--- src/rtl/bitstream_integrator_multi_if.sv ---
// Bus bundle for bitstream_integrator_multi: per-channel bitstreams in, packed results out.
interface bitstream_integrator_multi_if #(
  parameter int unsigned CHANNELS = 4,
  parameter int unsigned WIDTH    = 16
);
  logic [CHANNELS-1:0]       x;
  logic                      capture;
  logic                      start;
  logic                      mode;
  logic                      bipolar;
  logic [CHANNELS*WIDTH-1:0] y;
  logic                      valid;
  logic                      busy;

  modport master (
    output x, capture, start, mode, bipolar,
    input  y, valid, busy
  );

  modport slave (
    input  x, capture, start, mode, bipolar,
    output y, valid, busy
  );
endinterface

--- src/rtl/bitstream_integrator_multi.sv ---
// Counts ones (unipolar) or signed +/-1 (bipolar) per channel over an external or
// internally timed window, with per-channel saturation and a registered result.
module bitstream_integrator_multi #(
  parameter int unsigned CHANNELS = 4,
  parameter int unsigned WIDTH    = 16,
  parameter int unsigned WINDOW   = 256
) (
  input logic                          clk,
  input logic                          rst,
  bitstream_integrator_multi_if.slave  bus
);
  localparam int unsigned CntW = $clog2(WINDOW + 1);
  localparam logic [WIDTH-1:0] UMax = '1;
  localparam logic [WIDTH-1:0] SMax = {1'b0, {(WIDTH-1){1'b1}}};
  localparam logic [WIDTH-1:0] SMin = {1'b1, {(WIDTH-1){1'b0}}};

  typedef enum logic [1:0] {StIdle, StReading, StOutput} state_e;

  state_e                             state_q, state_d;
  logic [CHANNELS-1:0][WIDTH-1:0]     acc_q, acc_d;
  logic [CHANNELS-1:0][WIDTH-1:0]     y_q, y_d;
  logic [CntW-1:0]                    cnt_q, cnt_d;
  logic                               cfg_mode_q, cfg_mode_d;
  logic                               cfg_bip_q, cfg_bip_d;
  logic                               valid_q, valid_d;
  logic                               trigger;

  function automatic logic [WIDTH-1:0] sat_step(input logic [WIDTH-1:0] a, input logic b,
                                                input logic bip);
    logic [WIDTH-1:0] r;
    r = a;
    if (!bip) begin
      if (b && a != UMax) r = a + WIDTH'(1);
    end else if (b) begin
      if (a != SMax) r = a + WIDTH'(1);
    end else begin
      if (a != SMin) r = a - WIDTH'(1);
    end
    return r;
  endfunction

  // Trigger follows the live mode input; the run itself uses the latched copy.
  assign trigger = bus.mode ? bus.start : bus.capture;

  always_comb begin
    state_d    = state_q;
    acc_d      = acc_q;
    y_d        = y_q;
    cnt_d      = cnt_q;
    cfg_mode_d = cfg_mode_q;
    cfg_bip_d  = cfg_bip_q;
    valid_d    = 1'b0;
    unique case (state_q)
      StIdle: begin
        if (trigger) begin
          acc_d      = '0;
          cnt_d      = '0;
          cfg_mode_d = bus.mode;
          cfg_bip_d  = bus.bipolar;
          state_d    = StReading;
        end
      end
      StReading: begin
        for (int i = 0; i < CHANNELS; i++) begin
          acc_d[i] = sat_step(acc_q[i], bus.x[i], cfg_bip_q);
        end
        if (cfg_mode_q) begin
          cnt_d = cnt_q + CntW'(1);
          if (cnt_q == CntW'(WINDOW - 1)) state_d = StOutput;
        end else if (!bus.capture) begin
          state_d = StOutput;
        end
      end
      StOutput: begin
        y_d     = acc_q;
        valid_d = 1'b1;
        state_d = StIdle;
      end
      default: state_d = StIdle;
    endcase
  end

  always_ff @(posedge clk) begin
    if (rst) begin
      state_q    <= StIdle;
      acc_q      <= '0;
      y_q        <= '0;
      cnt_q      <= '0;
      cfg_mode_q <= 1'b0;
      cfg_bip_q  <= 1'b0;
      valid_q    <= 1'b0;
    end else begin
      state_q    <= state_d;
      acc_q      <= acc_d;
      y_q        <= y_d;
      cnt_q      <= cnt_d;
      cfg_mode_q <= cfg_mode_d;
      cfg_bip_q  <= cfg_bip_d;
      valid_q    <= valid_d;
    end
  end

  assign bus.y     = y_q;
  assign bus.valid = valid_q;
  assign bus.busy  = (state_q != StIdle);
endmodule

--- src/flat_wrapper.sv ---
// flat-port wrapper written by rule: the top's interface ports become plain ports
module bitstream_integrator_multi_flat 
#(
  parameter int unsigned CHANNELS = 4,
  parameter int unsigned WIDTH    = 16,
  parameter int unsigned WINDOW   = 256
)
  (clk, rst, bus_x, bus_capture, bus_start, bus_mode, bus_bipolar, bus_y, bus_valid, bus_busy);
  bitstream_integrator_multi_if #(.CHANNELS(CHANNELS), .WIDTH(WIDTH)) bus_i ();
  input logic clk;
  input logic rst;
  input wire logic [$bits(bus_i.x)-1:0] bus_x;
  input wire logic [$bits(bus_i.capture)-1:0] bus_capture;
  input wire logic [$bits(bus_i.start)-1:0] bus_start;
  input wire logic [$bits(bus_i.mode)-1:0] bus_mode;
  input wire logic [$bits(bus_i.bipolar)-1:0] bus_bipolar;
  output wire logic [$bits(bus_i.y)-1:0] bus_y;
  output wire logic [$bits(bus_i.valid)-1:0] bus_valid;
  output wire logic [$bits(bus_i.busy)-1:0] bus_busy;
  assign bus_i.x = bus_x;
  assign bus_i.capture = bus_capture;
  assign bus_i.start = bus_start;
  assign bus_i.mode = bus_mode;
  assign bus_i.bipolar = bus_bipolar;
  assign bus_y = bus_i.y;
  assign bus_valid = bus_i.valid;
  assign bus_busy = bus_i.busy;
  bitstream_integrator_multi #(.CHANNELS(CHANNELS), .WIDTH(WIDTH), .WINDOW(WINDOW)) u_core (.clk(clk), .rst(rst), .bus(bus_i));
endmodule
--- config.mk ---
export PLATFORM = sky130hd
export DESIGN_NAME = bitstream_integrator_multi_flat
export DESIGN_NICKNAME = d
export VERILOG_FILES = /design/src/rtl/bitstream_integrator_multi_if.sv /design/src/rtl/bitstream_integrator_multi.sv /design/src/flat_wrapper.sv
export SDC_FILE = /design/constraint.sdc
export NUM_CORES = 1
export LEC_CHECK = 0
export ABC_AREA = 0
export CAP_MARGIN = 0
export CORE_MARGIN = 1.5
export CORE_UTILIZATION = 35
export CTS_CLUSTER_SIZE = 24
export DETAILED_ROUTE_END_ITERATION = 10
export SYNTH_ARGS = -nofsm -noshare
export SYNTH_HDL_FRONTEND = slang
export SYNTH_SLANG_ARGS = --single-unit
--- constraint.sdc ---
create_clock -name clk -period 3 [get_ports clk]
set_clock_uncertainty 0.2 [all_clocks]
set_input_delay 0.9 -clock clk [delete_from_list [all_inputs] [get_ports clk]]
set_output_delay 0.9 -clock clk [all_outputs]
set_load 0.05 [all_outputs]
; Word-level counts from Yosys, hierarchy flattened
; Cells that the tools add are included.
[totals]
regBits = 142
in_bits = 10
output_inout_bits = 66
wordCells = 99
[classes]
add_sub_neg = 9
n_eq_ne = 31
n_mux = 32
n_reduce_logical = 14
[ops]
columns = cell, n
row1 = $mux W16, 20
row2 = $ne A16 B16 Y1 const B, 8
row3 = $pmux W64 S2, 1
row4 = $add A16 B1 Y16 const B, 4
row5 = $mux W64, 1
row6 = $ne A16 B15 Y1 const B, 4
row7 = $sub A16 B1 Y16 const B, 4
row8 = $ne A4 B4 Y1 const B, 8
row9 = $reduce_and A5 Y1, 4
row10 = $mux W9, 2
row11 = $pmux W9 S2, 1
row12 = $ne A3 B1 Y1 const B, 4
row13 = $add A9 B1 Y9 const B, 1
row14 = $eq A9 B8 Y1 const B, 1
row15 = $mux W2, 4
row16 = $reduce_and A3 Y1, 2
row17 = $logic_and A1 B1 Y1, 4
row18 = $ne A2 B1 Y1 const B, 2
row19 = $pmux W2 S2, 1
row20 = $reduce_bool A2 Y1, 2
row21 = $ne A3 B2 Y1 const B, 1
row22 = $ne A3 B3 Y1 const B, 1
row23 = $eq A2 B1 Y1 const B, 1
row24 = $eq A2 B2 Y1 const B, 1
row25 = other kinds (3), 4

; Logic depth before layout (Yosys ltp)
; Gate-level depths: netlist of run 1.
[depth]
ltp_word = 5
depth_mapped = 10
mapped_depth_nobuf = 8

; Worst setup path after synthesis of run 1
; OpenSTA, ideal clock, no wires.
[synth_path]
path_type = in2reg
from = in bus_x[3]
to = reg u_core.acc_q[61] (netlist name)
setup_time_ps = 71
arrival_ps = 2563
t_required_ps = 2729
setup_slack_ps = 166
stages = 6
path_buffers = 0
cell_sequence = or4b_2 or3_4 nor2_1 a31oi_1 or4_1 a21oi_1
[synth_via]
elab_chain_cells = 3
word_cells_on_any_way = 8
classes_between = eq/ne (3) / mux (3) / reduce/logical (2)
[synth_lines]
columns = item, line_no
row1 = start: declaration, flat_wrapper.sv:12  ; input wire logic [$bits(bus_i.x)-1:0] bus_x;
row2 = $logic_and A1 B1 Y1 / $mux W16 (equally long branches), "bitstream_integrator_multi.sv:33, bitstream_integrator_multi.sv:34"
row3 = $ne A3 B1 Y1 (no line) / $mux W16 (equally long branches), n/a
row4 = $reduce_and A5 Y1 (no line) / $pmux W64 S2 (equally long branches), n/a
row5 = end signal: assignment, bitstream_integrator_multi.sv:86  ; acc_q <= '0;
row6 = end signal: assignment, bitstream_integrator_multi.sv:94  ; acc_q <= acc_d;
row7 = end: declaration, bitstream_integrator_multi.sv:20  ; logic [CHANNELS-1:0][WIDTH-1:0] acc_q, acc_d;
; Parallel ways exist; a longest one is shown, timed or not.
; A chain may end at the register's enable or synchronous reset.

; Worst setup path after layout of run 1
; Same ends and word-level chain as after synthesis.

==> results of run 1 <==
==> metal layers <==
layer | track usage, % | part of all wire (%)
met1 | 27.6 | 51
met2 | 28.5 | 43
met3 | 3.68 | 4.8
met4 | 5.94 | 1.3
met5 | 0 | 0
==> cell families (layout without fill, tap and decap cells) <==
family          count (synthesis)  in the layout  share of synthesized area [%]
buf+inv                        89            207                           4.87
compound gates                250            250                           20.8
flops                         142            142                           38.5
fa+ha+maj                      10             10                           1.70
xor+xnor                       11             11                           1.31
simple gates                  465            465                           31.8
mux                             7              7                           1.00
==> synth_stat cells (3+ instances only) <==
master / n / area share [%]
a21oi_1: 99 / 6.7
nand3_1: 40 / 2.7
and2_1: 6 / 0.51
xor2_1: 6 / 0.71
nand3b_1: 8 / 0.81
o21ai_0: 56 / 3.8
nand4_1: 19 / 1.6
nor4_1: 11 / 0.93
nand2b_1: 11 / 0.93
or2_2: 8 / 0.68
mux2i_1: 4 / 0.54
or3_1: 20 / 1.7
nor3b_1: 5 / 0.51
nand2_1: 177 / 9.0
buf_2: 9 / 0.61
o22ai_1: 3 / 0.25
mux2_2: 3 / 0.46
ha_1: 10 / 1.7
nor2_1: 70 / 3.6
o211ai_1: 6 / 0.61
nor2b_1: 17 / 1.4
dfxtp_1: 142 / 39
o31ai_1: 14 / 1.4
a211o_1: 5 / 0.59
a22oi_1: 3 / 0.31
clkbuf_1: 52 / 2.6
a211oi_1: 3 / 0.31
a32oi_1: 6 / 0.71
inv_1: 17 / 0.87
or4_1: 8 / 0.81
a311oi_1: 5 / 0.59
nor3_1: 22 / 1.5
a31oi_1: 20 / 1.7
a41oi_1: 3 / 0.36
xnor2_1: 5 / 0.59
buf_1: 7 / 0.36
and4_1: 8 / 0.95
and3_1: 13 / 1.1
o32ai_1: 3 / 0.36
==> worst paths after layout <==
kind,startpoint,endpoint,cells past startpoint
min reg2reg,u_core.bus.y[6],u_core.bus.y[6],2
max,bus_x[3],u_core.acc_q[61],7
min,u_core.bus.y[6],u_core.bus.y[6],2
max reg2reg,u_core.acc_q[2],u_core.acc_q[12],7
==> critical path: cells and delay by family <==
family,cells,cell delay (ns)
AOI/OAI and AO/OA,2,0.20
buffers and inverters,1,0.44
and+or+nand+nor,4,1.53
==> through the flow <==
step / area, um2 / util [%] / setup slack (ns) / hold slack [ns]
after floorplan: 7380 / - / 0.166 / 0.253
after global placement: 8870 / 43.4 / -0.310 / 0.242
after detailed placement: 8870 / 43.4 / -0.339 / 0.247
after CTS: 9500 / 46.5 / 0.114 / 0.255
after global routing: 9500 / 46.5 / 0.0573 / 0.264
final: 9500 / 46.5 / 0.0764 / 0.252
==> registers in the layout, indices dropped and copies added (netlist names) <==
register,count
u_core.acc_q,64
u_core.bus.y,64
u_core.cnt_q,9
u_core.state_q,2
u_core.bus.valid,1
u_core.cfg_bip_q,1
u_core.cfg_mode_q,1
==> placed cells by master, fill, tap and decap left out, types with 10 or more instances in the layout <==
cell type / count
a21oi_1: 99
a31oi_1: 20
and3_1: 13
buf_4: 80
clkbuf_16: 17
clkdlybuf4s50_1: 73
dfxtp_1: 142
ha_1: 10
inv_1: 17
nand2_1: 176
nand2b_1: 11
nand3_1: 40
nand4_1: 19
nor2_1: 70
nor2b_1: 16
nor3_1: 22
nor4_1: 11
o21ai_0: 56
o31ai_1: 14
or3_1: 20
==> timing repair <==
action,in CTS,in global routing
hold buffers,0,0
gates resized for setup,1,0
endpoints found under the setup margin,1,0
==> report_power, final <==
group          total, mW  switching [mW]  internal, mW  leakage, nW
Sequential          1.99          0.0668          1.92         1.15
Clock               2.27           0.855          1.41        0.299
Combinational      0.547           0.316         0.231         1.92
==> cell type report <==
cell class                      instances  area [um2]
Fill cell                            2053       10900
Multi-Input combinational cell        743        4180
Sequential cell                       142        2840
Timing Repair Buffer                  159        1440
Clock buffer                           18         439
Tap cell                              270         338
Clock inverter                         13         188
Inverter                               17        63.8
==> load_flow_metrics.sql, run 1 <==
INSERT INTO impl_metrics (metric_group, metric, value, unit) VALUES
('critical_path', 'setup_crit_path_kind', 'input port to register', ''),
('timing', 'slew_viol_final', '0', ''),
('critical_path', 'crit_path_start_kind', 'input port', ''),
('critical_path', 'timing.critical_path.slowest_cell_delay', '0.64', 'ns'),
('global_route', 'grt_pass1_wl', '34100', 'um'),
('die', 'die_h', '148', 'um'),
('global_route', 'global_route.usage.total', '19.1', '%'),
('worst_hold_path', 'min_path_type', 'register to register', ''),
('placed_design', 'port-buffer-count', '75', ''),
('clocking', 'clkLatencyLatePin', '0.43', 'ns'),
('timing', 'fin_crit', '2.92', 'ns'),
('die', 'die_x', '148', 'um'),
('global_route', 'pin_count_of_the_biggest_net_entering_global_routing', '49', ''),
('cells_and_area', 'area_delta_synth_final', '28.7', '%'),
('die', 'initial_core_util', '36.1', '%'),
('synth', 'yosysWarningCount', '0', ''),
('critical_path', 'slowest_stage', 'or4b_2', ''),
('timing', 'report.final.setup_viol', '0', ''),
('clocking', 'cts_buffers', '17', ''),
('cells_and_area', 'n_antenna_cell', '0', ''),
('routing', 'via_count', '7268', ''),
('routing', 'routed_wire_length_per_instance', '14.8', 'um'),
('timing', 'finalHoldViolations', '0', ''),
('clocking', 'cts_htree_levels', '4', ''),
('timing', 'relSlewSlack', '60.2', '%'),
('synth', 'synth_seq_cells', '142', ''),
('timing', 'setup-tns-final', '0', 'ns'),
('die', 'rows', '52', ''),
('routing', 'routed_via_density', '5.34', ''),
('synth', 'synth_cells', '974', ''),
('status', 'run_status', 'finished, final reports clean', ''),
('synth', 'yosys.cell_types.count', '78', ''),
('synth', 'synth_enable_flop_cells', '0', ''),
('cells_and_area', 'final_layout_size_suffix_gt1_share', '13.8', '%'),
('clocking', 'clock_tree.buffer_depth', '2', ''),
('timing', 'final.period_utilization', '97.5', '%'),
('critical_path', 'timing.critical_path.fanout_max', '2', ''),
('routing', 'detail-route-antenna-nets', '0', ''),
('die', 'dieArea', '22000', 'um2'),
('clocking', 'clkTransAtPathRegs', '0.06', 'ns'),
('power', 'total_power', '4.80', 'mW'),
('routing', 'dr.first_iter.drc_count', '462', ''),
('die', 'coreArea', '20400', 'um2'),
('synth', 'yosysSeqAreaShare', '38.5', '%'),
('global_route', 'antenna_violations_before_repair', '0', ''),
('critical_path', 'required', '3.16', 'ns'),
('cells_and_area', 'fin_nets', '1100', ''),
('critical_path', 'path_cells', 'clkdlybuf4s50_1 > or4b_2 > or3_4 > nor2_1 > a31oi_1 > or4_1 > a21oi_1', ''),
('synth', 'postSynthNetCount', '994', ''),
('power', 'static-leakage-power', '3.37', 'nW'),
('clocking', 'postCtsSetupBuffers', '0', ''),
('timing', 'grt_setup_unrepaired', 'false', ''),
('routing', 'routed_wirelength', '20200', 'um'),
('cells_and_area', 'instances_no_fill', '1362', ''),
('clocking', 'cts_tree', 'built', ''),
('die', 'io_pins', '76', ''),
('global_route', 'grt-ovfl-total', '0', ''),
('timing', 'max_slew.worst_pin.slew', '0.596', 'ns'),
('routing', 'drc_errors', '0', ''),
('placed_design', 'numPlacedInstances', '1331', ''),
('routing', 'drt_pass1_iterations', '5', ''),
('synth', 'mappedNetlistArea', '7380', 'um2'),
('clocking', 'cts.root.buffer_cell', 'clkbuf_16', ''),
('critical_path', 'worstSetupEndpointType', 'register', ''),
('timing', 'max_freq', '342', 'MHz'),
('run', 'max_cap_violations', '0', ''),
('placed_design', 'place_congestion', '0.884', ''),
('critical_path', 'worst-endpoint-arrival', '3.08', 'ns'),
('synth', 'post_synth.cell_area_avg', '7.57', 'um2'),
('global_route', 'first_global_vias', '6669', ''),
('placed_design', 'detailedPlacementHpwl', '14300', 'um'),
('synth', 'yosys_most_used_dff', 'dfxtp_1', ''),
('clocking', 'numClockSinks', '142', ''),
('power', 'pwr_density_cell', '506', 'nW/um2'),
('power', 'worst_ir_drop_vdd', '0.000388', 'V'),
('synth', 'async_reset_ff_share', '0', '%'),
('critical_path', 'setup.reg_to_reg.worst_slack', '0.32', 'ns');
(Power assumes the default switching activity.)
==> inputs of run 2 (changes only) <==
Settings changed: SLEW_MARGIN set to 20.
==> results of run 2 <==
Final layout, timing and power as in run 1 (identical DEF).
==> RTL edit, RTL diff (flow settings as in run 2) <==
One comparison of `cnt_q` changes from == to >=.
--- a/src/rtl/bitstream_integrator_multi.sv
+++ b/src/rtl/bitstream_integrator_multi.sv
@@ -66,7 +66,7 @@
         end
         if (cfg_mode_q) begin
           cnt_d = cnt_q + CntW'(1);
-          if (cnt_q == CntW'(WINDOW - 1)) state_d = StOutput;
+          if (cnt_q >= CntW'(WINDOW - 1)) state_d = StOutput;
         end else if (!bus.capture) begin
           state_d = StOutput;
         end
Formal check against the unedited RTL: same outputs for any inputs over 4 cycles, from zero or initial values and one cycle with rst high; that may be too few to reach the edited logic, so the function may still have changed.
==> RTL edit against run 2 <==
- wire length increased by 0.67%
- synthesized area increased by 4.2%
- sequential cell count unchanged
- die area increased by 4.1%
- power increased by 4.9%
- largest power group unchanged
- cell count increased by 1.4%
- critical endpoint is now u_core.acc_q[62]$_SDFFE_PP0P_
- global-route usage decreased by 0.67 points
- first-iteration DRC count increased by 6.7%
- non-clock buffer count decreased by 12
- design area increased by 0.72%
- synthesized cell count increased by 2.8%
- setup slack improved by 0.11 ns
==> RTL edit: results (changes against run 2) <==
metric	value	unit	change
outcome	finished clean		unchanged
clock root cell	clkbuf_16		unchanged
worst rel slew slack	0.477		was 0.602
Iteration-0 DRC Markers	493		was 462
final std cells w/o fill	1381		was 1362
post-cts resize count	0		was 1
HPWL after DPL	14.3	mm	about the same
CP max FO	6		was 2
first-pass GRT wire length	34.0	mm	was 34.1 mm
nets@finish	1109		was 1100
placed cell areas	0.00895	mm²	was 0.00887 mm²
via count of the routed design	7444		was 7268
1st-pass router iterations	5		unchanged
worst slack at placement	-0.241	ns	was -0.339 ns
count of cell types in the netlist	84		was 78
worst endpoint data arrival time	2.95	ns	was 3.08 ns
Post-synth top cells	nand2_1, dfxtp_1, a21oi_1, nor2_1, clkbuf_1		was nand2_1, dfxtp_1, a21oi_1, nor2_1, o21ai_0
total track usage	0.184		was 0.191
Syn Nets	1021		was 994
buffer depth of the longest clock path	2		unchanged
YS warnings	0		unchanged
VDD IR max	381	µV	was 388 µV
Synth Instances	1001		was 974
largest net degree at the start of global routing	73		was 49
post-synthesis sequential area ratio	0.370		was 0.385
largest cells by area after synthesis	dfxtp_1, nand2_1, a21oi_1, nor2_1, clkbuf_1		was dfxtp_1, nand2_1, a21oi_1, o21ai_0, nor2_1
Reg clk slew, reported paths	0.06	ns	about the same
vias in the first global route	6846		was 6669
gpl congestion	0.843		was 0.884
final WL	20.3	mm	was 20.2 mm
Leak	3.40	nW	was 3.37 nW
Clk Latency, worst-skew pair	0.42	ns	
initial antenna violation count	0		unchanged
share of cells above drive strength 1	0.126		was 0.138
post-CTS setup repair buffer count	0		unchanged
worst hold path type	reg2reg		unchanged
-- RTL edit: path summary, 6_finish.rpt --
path | start | to | slack (ns) | cells past startpoint
worst max-delay path | bus_mode | u_core.acc_q[62]$_SDFFE_PP0P_ | 0.19 | 7
worst min-delay path | u_core.bus.y[25]$_SDFFE_PP0P_ | u_core.bus.y[25]$_SDFFE_PP0P_ | 0.25 | 2
worst max register to register | u_core.state_q[0]$_SDFFE_PP0P_ | u_core.acc_q[62]$_SDFFE_PP0P_ | 0.43 | 6
worst min register to register | u_core.bus.y[25]$_SDFFE_PP0P_ | u_core.bus.y[25]$_SDFFE_PP0P_ | 0.25 | 2
-- RTL edit: where the power goes --
| part | total (mW) | internal, mW | switching [mW] |
|---|---|---|---|
| logic | 0.883 | 0.338 | 0.546 |
| registers | 1.97 | 1.92 | 0.0566 |
| clock network | 2.19 | 1.37 | 0.816 |
| total | 5.04 | 3.62 | 1.42 |
-- RTL edit: cell families after synthesis --
logic type	after synthesis	synth area share
AND/OR/NAND/NOR	459	0.294
AO/OA/AOI/OAI	271	0.232
flip-flops	142	0.370
buffers and inverters	99	0.0645
XOR/XNOR	11	0.0125
adder cells (fa/ha/maj)	10	0.0163
multiplexers	9	0.0117
-- RTL edit: layer usage --
metal	global-route usage	vias up	wire length [µm]
met5	0	-	0
met4	0.0607	0	348
met3	0.0334	24	764
met2	0.299	145	9400
met1	0.246	3500	9810
li1	-	3775	-
-- RTL edit: critical path, stage by stage --
cell and delay [ns]:
clkdlybuf4s50_1 0.49, mux2i_1 0.14, buf_4 0.18, nor2_1 0.49, a21oi_4 0.10, or4_1 0.49
o22ai_1 0.16
-- RTL edit: final cells by class --
class	instances	area, µm²
clock buffer	22	474
clock inverter	9	135
fill	2165	12100
inverter	21	78.8
multi-input combinational	760	4360
sequential	142	2840
tap	280	350
timing repair buffer	147	1320
-- RTL edit: stage by stage --
step,hold slack [ns],setup TNS [ns]
6_report,0.251,0
5_1_grt,0.273,0
4_1_cts,0.255,0
3_5_place_dp,0.247,-2.46
3_3_place_gp,0.241,-1.47
2_1_floorplan,0.244,0
